**src/rtl/binarysearch_datapath.sv**
```systemverilog
// rtl/binarysearch_datapath.sv - binary-search datapath: L/R/M/A registers, RAM addressing, F/NF status
module binarysearch_datapath #(
    parameter int ADDR_W = 5,
    parameter int DATA_W = 8
) (
    input  logic              clock,
    input  logic              reset,
    input  logic              set_L,
    input  logic              set_R,
    input  logic              set_M,
    input  logic              load_A,
    input  logic [DATA_W-1:0] A_in,
    input  logic [DATA_W-1:0] mem_rdata,
    output logic [ADDR_W-1:0] mem_addr,
    output logic              F,
    output logic              NF,
    output logic              found,
    output logic              not_found,
    output logic [ADDR_W-1:0] loc
);
    localparam logic [3:0] CMD_INIT    = 4'b1110;
    localparam logic [3:0] CMD_FETCH   = 4'b0001;
    localparam logic [3:0] CMD_COMPARE = 4'b0111;
    localparam logic [ADDR_W-1:0] TOP  = {ADDR_W{1'b1}};

    logic [ADDR_W-1:0] l, r, m;
    logic [DATA_W-1:0] a;
    logic [ADDR_W:0]   sum;
    logic [ADDR_W-1:0] mid;
    logic [3:0]        cmd;
    logic              match, key_below;

    assign cmd       = {load_A, set_L, set_R, set_M};
    assign sum       = {1'b0, l} + {1'b0, r};
    assign mid       = sum[ADDR_W:1];
    assign match     = (mem_rdata == a);
    assign key_below = (a < mem_rdata);

    always_comb begin
        F        = 1'b0;
        NF       = 1'b0;
        mem_addr = m;
        case (cmd)
            CMD_FETCH: mem_addr = mid;
            CMD_COMPARE: begin
                // Edge checks stand in for M-1 / M+1 so L and R never wrap.
                if (match)          F  = 1'b1;
                else if (key_below) NF = (m == l);
                else                NF = (m == r);
            end
            default: ;
        endcase
    end

    always_ff @(posedge clock) begin
        if (reset) begin
            l         <= '0;
            r         <= TOP;
            m         <= '0;
            a         <= '0;
            found     <= 1'b0;
            not_found <= 1'b0;
            loc       <= '0;
        end else begin
            case (cmd)
                CMD_INIT: begin
                    a         <= A_in;
                    l         <= '0;
                    r         <= TOP;
                    found     <= 1'b0;
                    not_found <= 1'b0;
                    loc       <= '0;
                end
                CMD_FETCH: m <= mid;
                CMD_COMPARE: begin
                    if (match) begin
                        found <= 1'b1;
                        loc   <= m;
                    end else if (key_below) begin
                        if (m == l) not_found <= 1'b1;
                        else        r <= m - 1'b1;
                    end else begin
                        if (m == r) not_found <= 1'b1;
                        else        l <= m + 1'b1;
                    end
                end
                default: ;
            endcase
        end
    end
endmodule

```
**config.mk**
```make
export PLATFORM = sky130hd
export DESIGN_NAME = binarysearch_datapath
export DESIGN_NICKNAME = d
export VERILOG_FILES = /design/src/rtl/binarysearch_datapath.sv
export SDC_FILE = /design/constraint.sdc
export NUM_CORES = 1
export LEC_CHECK = 0
export CAP_MARGIN = 20
export CORE_ASPECT_RATIO = 1.5
export CORE_MARGIN = 4
export CORE_UTILIZATION = 46
export DETAILED_ROUTE_END_ITERATION = 8
export PLACE_DENSITY = 0.75
export REMOVE_ABC_BUFFERS = 1
export SETUP_SLACK_MARGIN = 0.4
export SYNTH_ARGS = -nofsm -noshare
export SYNTH_HDL_FRONTEND = slang
export SYNTH_SLANG_ARGS = --single-unit
```
**constraint.sdc**
```tcl
create_clock -name clock -period 2.2 [get_ports clock]
set_clock_uncertainty 0.2 [all_clocks]
set_input_delay 0.44 -clock clock [delete_from_list [all_inputs] [get_ports clock]]
set_output_delay 0.44 -clock clock [all_outputs]
set_load 0.01 [all_outputs]
```
## Yosys cells after proc, flatten, opt, wreduce, memory -nomap -nowiden

Cells that the tools add are included.

| word-level totals | value |
|---|---|
| word-level logic and storage cells | 53 |
| input port bits | 22 |
| flip-flop bits (word level) | 30 |

| operators by class | value |
|---|---|
| equal/unequal tests | 14 |
| reductions and logical operators | 5 |
| add/sub/neg operators | 3 |
| muxes and demuxes | 23 |
| order comparisons | 1 |

Operators by type and width:

| cell | count |
|---|---|
| 5-bit two-way mux | 8 |
| 5-bit case mux with 2 select lines | 3 |
| 2-bit inequality test, second input constant | 6 |
| 4-bit AND reduction | 3 |
| 5-bit equality test | 2 |
| 1-bit two-way mux | 10 |
| 8-bit equality test | 1 |
| 8-bit < comparator | 1 |
| 5-bit by 5-bit adder with 6-bit output | 1 |
| 3-bit inequality test, second input constant | 2 |
| 5-bit by 1-bit adder with 5-bit output, second input constant | 1 |
| 5-bit by 1-bit subtractor with 5-bit output, second input constant | 1 |
| 4-bit by 1-bit equality test with 1-bit output, second input constant | 1 |
| 4-bit by 3-bit equality test with 1-bit output, second input constant | 1 |
| 4-bit equality test, second input constant | 1 |
| 1-bit case mux with 2 select lines | 2 |
| 2-bit AND reduction | 1 |
| 2-bit nonzero test | 1 |

## Depth between registers and ports, before layout

Gate-level depths: netlist of run 1.

| depth | value |
|---|---|
| depth after elaboration | 5 |
| depth in mapped cells | 8 |
| mapped depth without buffers | 8 |

## Worst setup path after synthesis of run 1

No wires, ideal clock.

| timing | value |
|---|---|
| path type | input -> output |
| start point | input port mem_rdata[1] |
| end point | output port NF |
| path slack | -0.157 ns |
| buffers on the path | 0 |
| stages | 8 |
| data required time | 1.560 ns |
| arrival time | 1.717 ns |
| path through | inv_1 -> ha_1 -> nor2b_1 -> o211ai_1 -> a21oi_2 -> nor2_1 -> o21ba_2 -> nor2_1 |

| between the ends | value |
|---|---|
| cells in the longest elaborated chain, start to end | 4 |

RTL lines:

| element | RTL line | text |
|---|---|---|
| start, declared | 13 | `input logic [DATA_W-1:0] mem_rdata,` |
| 8-bit < comparator | 37 | `assign key_below = (a < mem_rdata);` |
| 1-bit two-way mux | 48 | `else if (key_below) NF = (m == l);` |
| 1-bit two-way mux (*) | 47 | `if (match) F = 1'b1;` |
| 1-bit two-way mux (*) | 43 | `case (cmd)` |
| end, declared | 16 | `output logic NF,` |

Mark *: on every way between the ends. The rest lies on a longest branch, timed or not.

## Worst setup path after layout of run 1

| timing | value |
|---|---|
| start point | register l[0] |
| end point | output port mem_addr[3] |

| between the ends | value |
|---|---|
| cells in the longest elaborated chain, start to end | 2 |

RTL lines:

| element | RTL line | text |
|---|---|---|
| start, declared | 26 | `logic [ADDR_W-1:0] l, r, m;` |
| start signal, assigned | 84 | `else l <= m + 1'b1;` |
| 5-bit by 5-bit adder with 6-bit output | 34 | `assign sum = {1'b0, l} + {1'b0, r};` |
| 5-bit two-way mux | n/a |  |
| end, declared | 14 | `output logic [ADDR_W-1:0] mem_addr,` |

No other way between the ends.

==> results of run 1 <==
area by class of cell:
class                           count  area (sq um)  share of cell area (%)
Timing Repair Buffer               79           674                    22.9
Clock inverter                      2          12.5                   0.425
Clock buffer                        6          82.6                    2.81
Sequential cell                    30           619                    21.1
Tap cell                           43          53.8                    1.83
Inverter                           13          53.8                    1.83
Multi-Input combinational cell    157          1450                    49.1
how the worst max path moves through the flow:
stage                     slack, ns     endpoint         startpoint
after floorplan               -0.16           NF       mem_rdata[1]
after global placement        -1.07           NF       mem_rdata[1]
after detailed placement      -1.12           NF       mem_rdata[1]
after CTS                     -0.36  mem_addr[3]  l[0]$_SDFFE_PP0P_
after global routing          -0.51  mem_addr[3]  l[0]$_SDFFE_PP0P_
final                         -0.44  mem_addr[3]  l[0]$_SDFFE_PP0P_
registers in the layout, summed over array words and instances (netlist names):
register / flops
m: 5
a: 8
not_found: 1
loc: 5
r: 5
l: 5
found: 1
routing by layer:
metal	up-vias	GRT usage, %	part of all wire [%]
li1	882	-	-
met4	0	9.28	2.5
met1	904	24.8	37
met3	16	3.96	4.0
met2	54	38.1	56
met5	-	0	0
cells in the mapped netlist, types with 2 or more instances:
master	number
sky130_fd_sc_hd__or3_1	4
sky130_fd_sc_hd__nand3_1	14
sky130_fd_sc_hd__buf_4	5
sky130_fd_sc_hd__nand2_1	24
sky130_fd_sc_hd__xor2_1	6
sky130_fd_sc_hd__inv_1	12
sky130_fd_sc_hd__nor3b_1	2
sky130_fd_sc_hd__and4b_1	2
sky130_fd_sc_hd__a31oi_1	5
sky130_fd_sc_hd__mux2_2	2
sky130_fd_sc_hd__dfxtp_1	30
sky130_fd_sc_hd__clkbuf_1	6
sky130_fd_sc_hd__and2_1	6
sky130_fd_sc_hd__nor2b_1	2
sky130_fd_sc_hd__nand4_1	3
sky130_fd_sc_hd__nor3_1	6
sky130_fd_sc_hd__a21oi_1	25
sky130_fd_sc_hd__o21ai_1	2
sky130_fd_sc_hd__o211ai_1	2
sky130_fd_sc_hd__nor2_1	7
sky130_fd_sc_hd__xnor2_1	13
sky130_fd_sc_hd__o21ai_0	2
sky130_fd_sc_hd__ha_1	14
worst reg2reg max path: cells and delay by family (launching register included):
family	cells	cell delay (ns)
compound gates	3	0.44
simple gates	2	0.56
fa+ha+maj	1	0.27
buf+inv	4	0.47
flops	1	0.34
per-stage QoR:
step                hold WS [ns]  cell area, sq um  instances  power [mW]
finish                     0.264              2940        330        1.26
global route               0.281              2940        330        1.30
CTS                        0.263              2770        327        1.23
detailed placement         0.256              2420        311       0.748
global placement           0.243              2420        311       0.745
floorplan                  0.230              1750        200       0.645
logic make-up (layout without fill, tap and decap cells):
kind of cell             Yosys count  in the layout  share of synthesized area [%]
AND/OR/NAND/NOR                   76             76                           22.4
AO/OA/AOI/OAI                     45             45                           17.0
flip-flops                        30             30                           33.0
buffers and inverters             25            100                           6.53
XOR/XNOR                          19             19                           9.15
adder cells (fa/ha/maj)           15             15                           10.7
multiplexers                       2              2                           1.24
power breakdown:
group          leakage [nW]  switching (mW)  internal [mW]  total (mW)
Sequential            0.247         0.00698          0.547       0.554
Clock                0.0472           0.230          0.251       0.481
Combinational         0.903           0.107          0.114       0.221
Total                  1.20           0.344          0.913        1.26
repair_timing:
item | in CTS | in global routing
buffers inserted | 7 | 3
pin swaps | 32 | 13
gates cloned | 1 | 0
endpoints found under the setup margin | 34 | 26
gates resized for setup | 126 | 35
==> results.cfg, run 1 <==
[die]
core_ar_sq_mm = 0.00375
placementRows = 27
floorplan.initialDensity_pct = 48.5
design.die.area_sq_mm = 0.00505
chipWidth_microns = 59.3
die_y_microns = 85.0
floorplan.io_pins = 36

[global_routing]
grt_antenna_before_repair = 0
groute.usage.overall_pct = 21.7
total_gr_overflow = 0
grt_first_pass_wirelength_microns = 8400
first_global_vias = 1803
grt_max_degree = 28

[worst_setup_path]
r2r_end = l[4]$_SDFFE_PP0P_
r2r_cells = 10
max_stage_delay_ns = 0.35
critPathArrivalTime_ns = 2.00
reg2reg_slack_ns = -0.12
sequence_of_cells_on_the_critical_path = and2_4, fa_2, a21o_1, a21oi_2, xnor2_2, mux2_4, buf_6
r2r_start = a[6]$_SDFFE_PP0P_
crit_family = compound AO/OA/AOI/OAI gates
path_depth = 7
crit_path_top_delay_cell = sky130_fd_sc_hd__dfxtp_4
crit_path_max_fanout = 3
crit_type = flop to output pin
kind_of_end_point_of_the_critical_path = output pin
worst_ep_required_time_ns = 1.56
critPathBufInv = 1
kind_of_start_point_of_the_critical_path = flop

[sta]
final_count_of_negative_setup_slack_endpoints = 16
timing.final.max_slew_violations = 0
final_critical_path_setup_slack_ns = -0.438
post-route-min-period_ns = 2.64
hold_violations = 0
max-slew-margin-rel_pct = 77.3
setup_repair_after_global_routing_missed_its_margin = true
timing_worst_slew_pin_value_ns = 0.340
total_neg_setup_slack_ns = -2.07
fmax_mhz = 379
layout_worst_path_cycle_share_pct = 120

[logic_synthesis]
yosysUniqueCellTypes = 41
synth_area_per_cell_sq_um = 8.58
synth_top_cell_area_share_pct = 33.0
synthFlopType = sky130_fd_sc_hd__dfxtp_1
synth.yosys.seq_area_share_pct = 33.0
synth_area_leader_cell = sky130_fd_sc_hd__dfxtp_1
ys_top_cells_by_area = sky130_fd_sc_hd__dfxtp_1 (33%), sky130_fd_sc_hd__ha_1 (9.6%), sky130_fd_sc_hd__a21oi_1 (6.9%)
syn_inst = 212
synth.cell_area_sq_mm = 0.00182
ys.warnings.count = 0
postSynthRegisterBits = 30
synth_edf_count = 0
ys_async_sr_fraction_pct = 0

[status]
failed_checks = setup timing
outcome = finished, violations left

[routing]
drt_pass1_iterations = 4
avgRoutedWirePerCell_microns = 17.2
ant_nets = 0
vias = 1856
vias_per_cell = 5.62
drt_drc_violations_left = 0
drt_first_iter_violations = 44
drt-total-wl_microns = 5660

[clock_network]
cts.sinks = 30
htreeDepth = 2
cts_hold_buf = 0
insertion_delay_ns = 0.30
clk_path_buf_depth = 2
clk_pin_slew_ns = 0.07
cts-buffers-inserted = 5
tritoncts = built
clockRootBuffer = sky130_fd_sc_hd__clkbuf_8

[layout]
fin_util_pct = 78.4
layout.cells.most_common_list = sky130_fd_sc_hd__buf_4 (31), sky130_fd_sc_hd__dfxtp_1 (21), sky130_fd_sc_hd__nand2_1 (19)
area_growth_pct = 61.7
total_nets_final = 323
diodes = 0
drive_above_1_share_pct = 49.8
final_common_cell = sky130_fd_sc_hd__buf_4
fillCellCount = 233

[power]
worst_ir_drop_vdd_v = 0.000477
power.density_cell_area_mw_per_mm2 = 427
total_leakage_power_nw = 1.20

[min_path]
hold_path_startpoint = found$_SDFFE_PP0P_
min-delay-path-class = flop to flop
worst_hold_path.num_cells = 2
whs_endpoint = found$_SDFFE_PP0P_

[placement]
gpl.final_weighted_congestion = 0.777
hpwl_after_detailed_placement_microns = 3270
post_place_worst_slack_ns = -1.12
placement.io_buffers = 35

[job]
timing.max_cap.violations = 0
Power figures use the tool's default switching activity.
==> run 2, diff against run 1 <==
--- a/config.mk
+++ b/config.mk
@@ -10,6 +10,7 @@
 export CORE_MARGIN = 4
 export CORE_UTILIZATION = 46
 export DETAILED_ROUTE_END_ITERATION = 8
+export GPL_TIMING_DRIVEN = 0
 export PLACE_DENSITY = 0.75
 export REMOVE_ABC_BUFFERS = 1
 export SETUP_SLACK_MARGIN = 0.4
==> run 2 against run 1 <==
Effect of this change:
- the run still ends with setup timing left
- sequential cell count unchanged
- non-clock buffer count decreased by 23
- design area decreased by 3.3%
- utilization decreased by 2.6 points
- register-to-register slack got worse by 0.05 ns
- cell count decreased by 6.7%
- first-iteration DRC count increased by 39%
- power increased by 18%
- global-route usage decreased by 0.87 points
- maximum frequency decreased by 0.57%
- largest cell class unchanged
- largest power group is now the clock network
==> results.cfg, run 2 (same netlist as run 1, synthesis figures left out) <==
[status]
outcome = finished, violations left
failed_checks = setup timing

[layout]
drive_above_1_share_pct = 48.7
diodes = 0
regMostFlops = a
final_common_cell = sky130_fd_sc_hd__nand2_1
total_nets_final = 301
layout.cells.most_common_list = sky130_fd_sc_hd__nand2_1 (22), sky130_fd_sc_hd__a21oi_1 (16), sky130_fd_sc_hd__dfxtp_1 (14)
largest_register_ff_count = 8
area_growth_pct = 56.4

[worst_setup_path]
r2r_start = a[1]$_SDFFE_PP0P_
crit_path_max_fanout = 4
max_stage_delay_ns = 0.35
crit_type = flop to output pin
critPathBufInv = 1
reg2reg_slack_ns = -0.17
critPathArrivalTime_ns = 2.01
worst_ep_required_time_ns = 1.56
r2r_end = l[3]$_SDFFE_PP0P_
crit_path_top_delay_cell = sky130_fd_sc_hd__dfxtp_2
r2r_cells = 9
crit_family = compound AO/OA/AOI/OAI gates
sequence_of_cells_on_the_critical_path = ha_4, nor2b_4, o211ai_1, a21oi_2, nor3b_2, o21ba_4, nor2_2, buf_2
kind_of_start_point_of_the_critical_path = flop
kind_of_end_point_of_the_critical_path = output pin
timing.critical_path.from = a[1]$_SDFFE_PP0P_

[global_routing]
grt_max_degree = 28
grt_antenna_before_repair = 0
grt_first_pass_wirelength_microns = 8080
groute.usage.overall_pct = 20.9
first_global_vias = 1708
total_gr_overflow = 0

[clock_network]
clk_path_buf_depth = 2
cts-buffers-inserted = 5
clockRootBuffer = sky130_fd_sc_hd__clkbuf_8
insertion_delay_ns = 0.29
cts.sinks = 30
htreeDepth = 2
tritoncts = built
cts_hold_buf = 0
clk_pin_slew_ns = 0.07

[power]
worst_ir_drop_vdd_v = 0.000522
totalPowerFinal_mw = 1.48
power.density_cell_area_mw_per_mm2 = 520
total_leakage_power_nw = 1.12

[placement]
gpl.final_weighted_congestion = 0.799
placement.io_buffers = 35
hpwl_after_detailed_placement_microns = 2860
post_place_worst_slack_ns = -1.20

[routing]
drt_drc_violations_left = 0
drt_first_iter_violations = 61
vias = 1789
drt_pass1_iterations = 4
vias_per_cell = 5.81
drt-total-wl_microns = 5660
ant_nets = 0
avgRoutedWirePerCell_microns = 18.4

[die]
floorplan.initialDensity_pct = 48.5
die_y_microns = 85.0
floorplan.io_pins = 36
design.die.area_sq_mm = 0.00505
placementRows = 27
core_ar_sq_mm = 0.00375
chipWidth_microns = 59.3

[sta]
setup_repair_after_global_routing_missed_its_margin = true
timing_worst_slew_pin_value_ns = 0.730
timing.final.max_slew_violations = 0
layout_worst_path_cycle_share_pct = 121
max-slew-margin-rel_pct = 51.3
final_count_of_negative_setup_slack_endpoints = 16
fmax_mhz = 377
post-route-min-period_ns = 2.65
final_critical_path_setup_slack_ns = -0.453
final.hold.worst_slack_ns = 0.256
hold_violations = 0

[job]
timing.max_cap.violations = 0

[min_path]
whs_endpoint = found$_SDFFE_PP0P_
hold_path_startpoint = found$_SDFFE_PP0P_
min-delay-path-class = flop to flop
worst_hold_path.num_cells = 2
-- run 2: report_power, final --
group	switching [mW]	internal (mW)	total [mW]
Sequential	0.0142	0.548	0.563
Clock	0.228	0.483	0.711
Combinational	0.103	0.104	0.207
-- run 2: routing by layer --
| layer | vias up | routed length (microns) | share of wire, % | GRT usage (%) |
|---|---|---|---|---|
| met5 | - | 0 | 0 | 0 |
| met4 | 0 | 196 | 3.5 | 9.28 |
| met3 | 18 | 224 | 4.0 | 4.87 |
| met2 | 61 | 3080 | 55 | 37.1 |
| met1 | 859 | 2150 | 38 | 22.5 |
| li1 | 851 | - | - | - |
-- run 2: repair_timing --
item | CTS | global route
buffers inserted | 15 | 6
gates resized for setup | 133 | 37
pin swaps | 30 | 18
gates cloned | 1 | 0
setup endpoints to repair | 43 | 27
-- run 2: through the flow --
step / utilization, % / std cells / TNS [ns] / cell area, sq um
after global placement: 57.6 / 278 / -18.88 / 2160
after detailed placement: 57.6 / 278 / -19.43 / 2160
after CTS: 70.7 / 302 / -1.15 / 2650
after floorplan: - / 200 / -0.157 / 1750
final: 75.9 / 308 / -2.26 / 2850
after global routing: 75.9 / 308 / -3.04 / 2850
-- run 2: worst max-delay path by stage --
| stage | to | depth (start not counted) | slack [ns] |
|---|---|---|---|
| after floorplan | NF | 8 | -0.16 |
| after global placement | NF | 10 | -1.18 |
| after detailed placement | NF | 10 | -1.20 |
| after CTS | mem_addr[3] | 7 | -0.36 |
| after global routing | NF | 8 | -0.51 |
| final | NF | 8 | -0.45 |
-- run 2: final cells by class --
class	instances	area, sq um
inverters	13	53.8
well taps	43	53.8
clock buffers	6	82.6
multi-input cells	158	1490
flip-flops and latches	30	628
fillers	248	905
repair buffers	56	479
clock inverters	2	60.1
-- run 2: worst register-to-register path: stages, from the launching register on --
cell                       delay, ns
sky130_fd_sc_hd__dfxtp_2        0.34
sky130_fd_sc_hd__ha_4           0.27
sky130_fd_sc_hd__nor2b_4        0.13
sky130_fd_sc_hd__o211ai_1       0.11
sky130_fd_sc_hd__a21oi_2        0.30
sky130_fd_sc_hd__buf_4          0.18
sky130_fd_sc_hd__buf_6          0.11
sky130_fd_sc_hd__o211ai_4       0.10
sky130_fd_sc_hd__or3_4          0.41
sky130_fd_sc_hd__a21oi_2        0.14
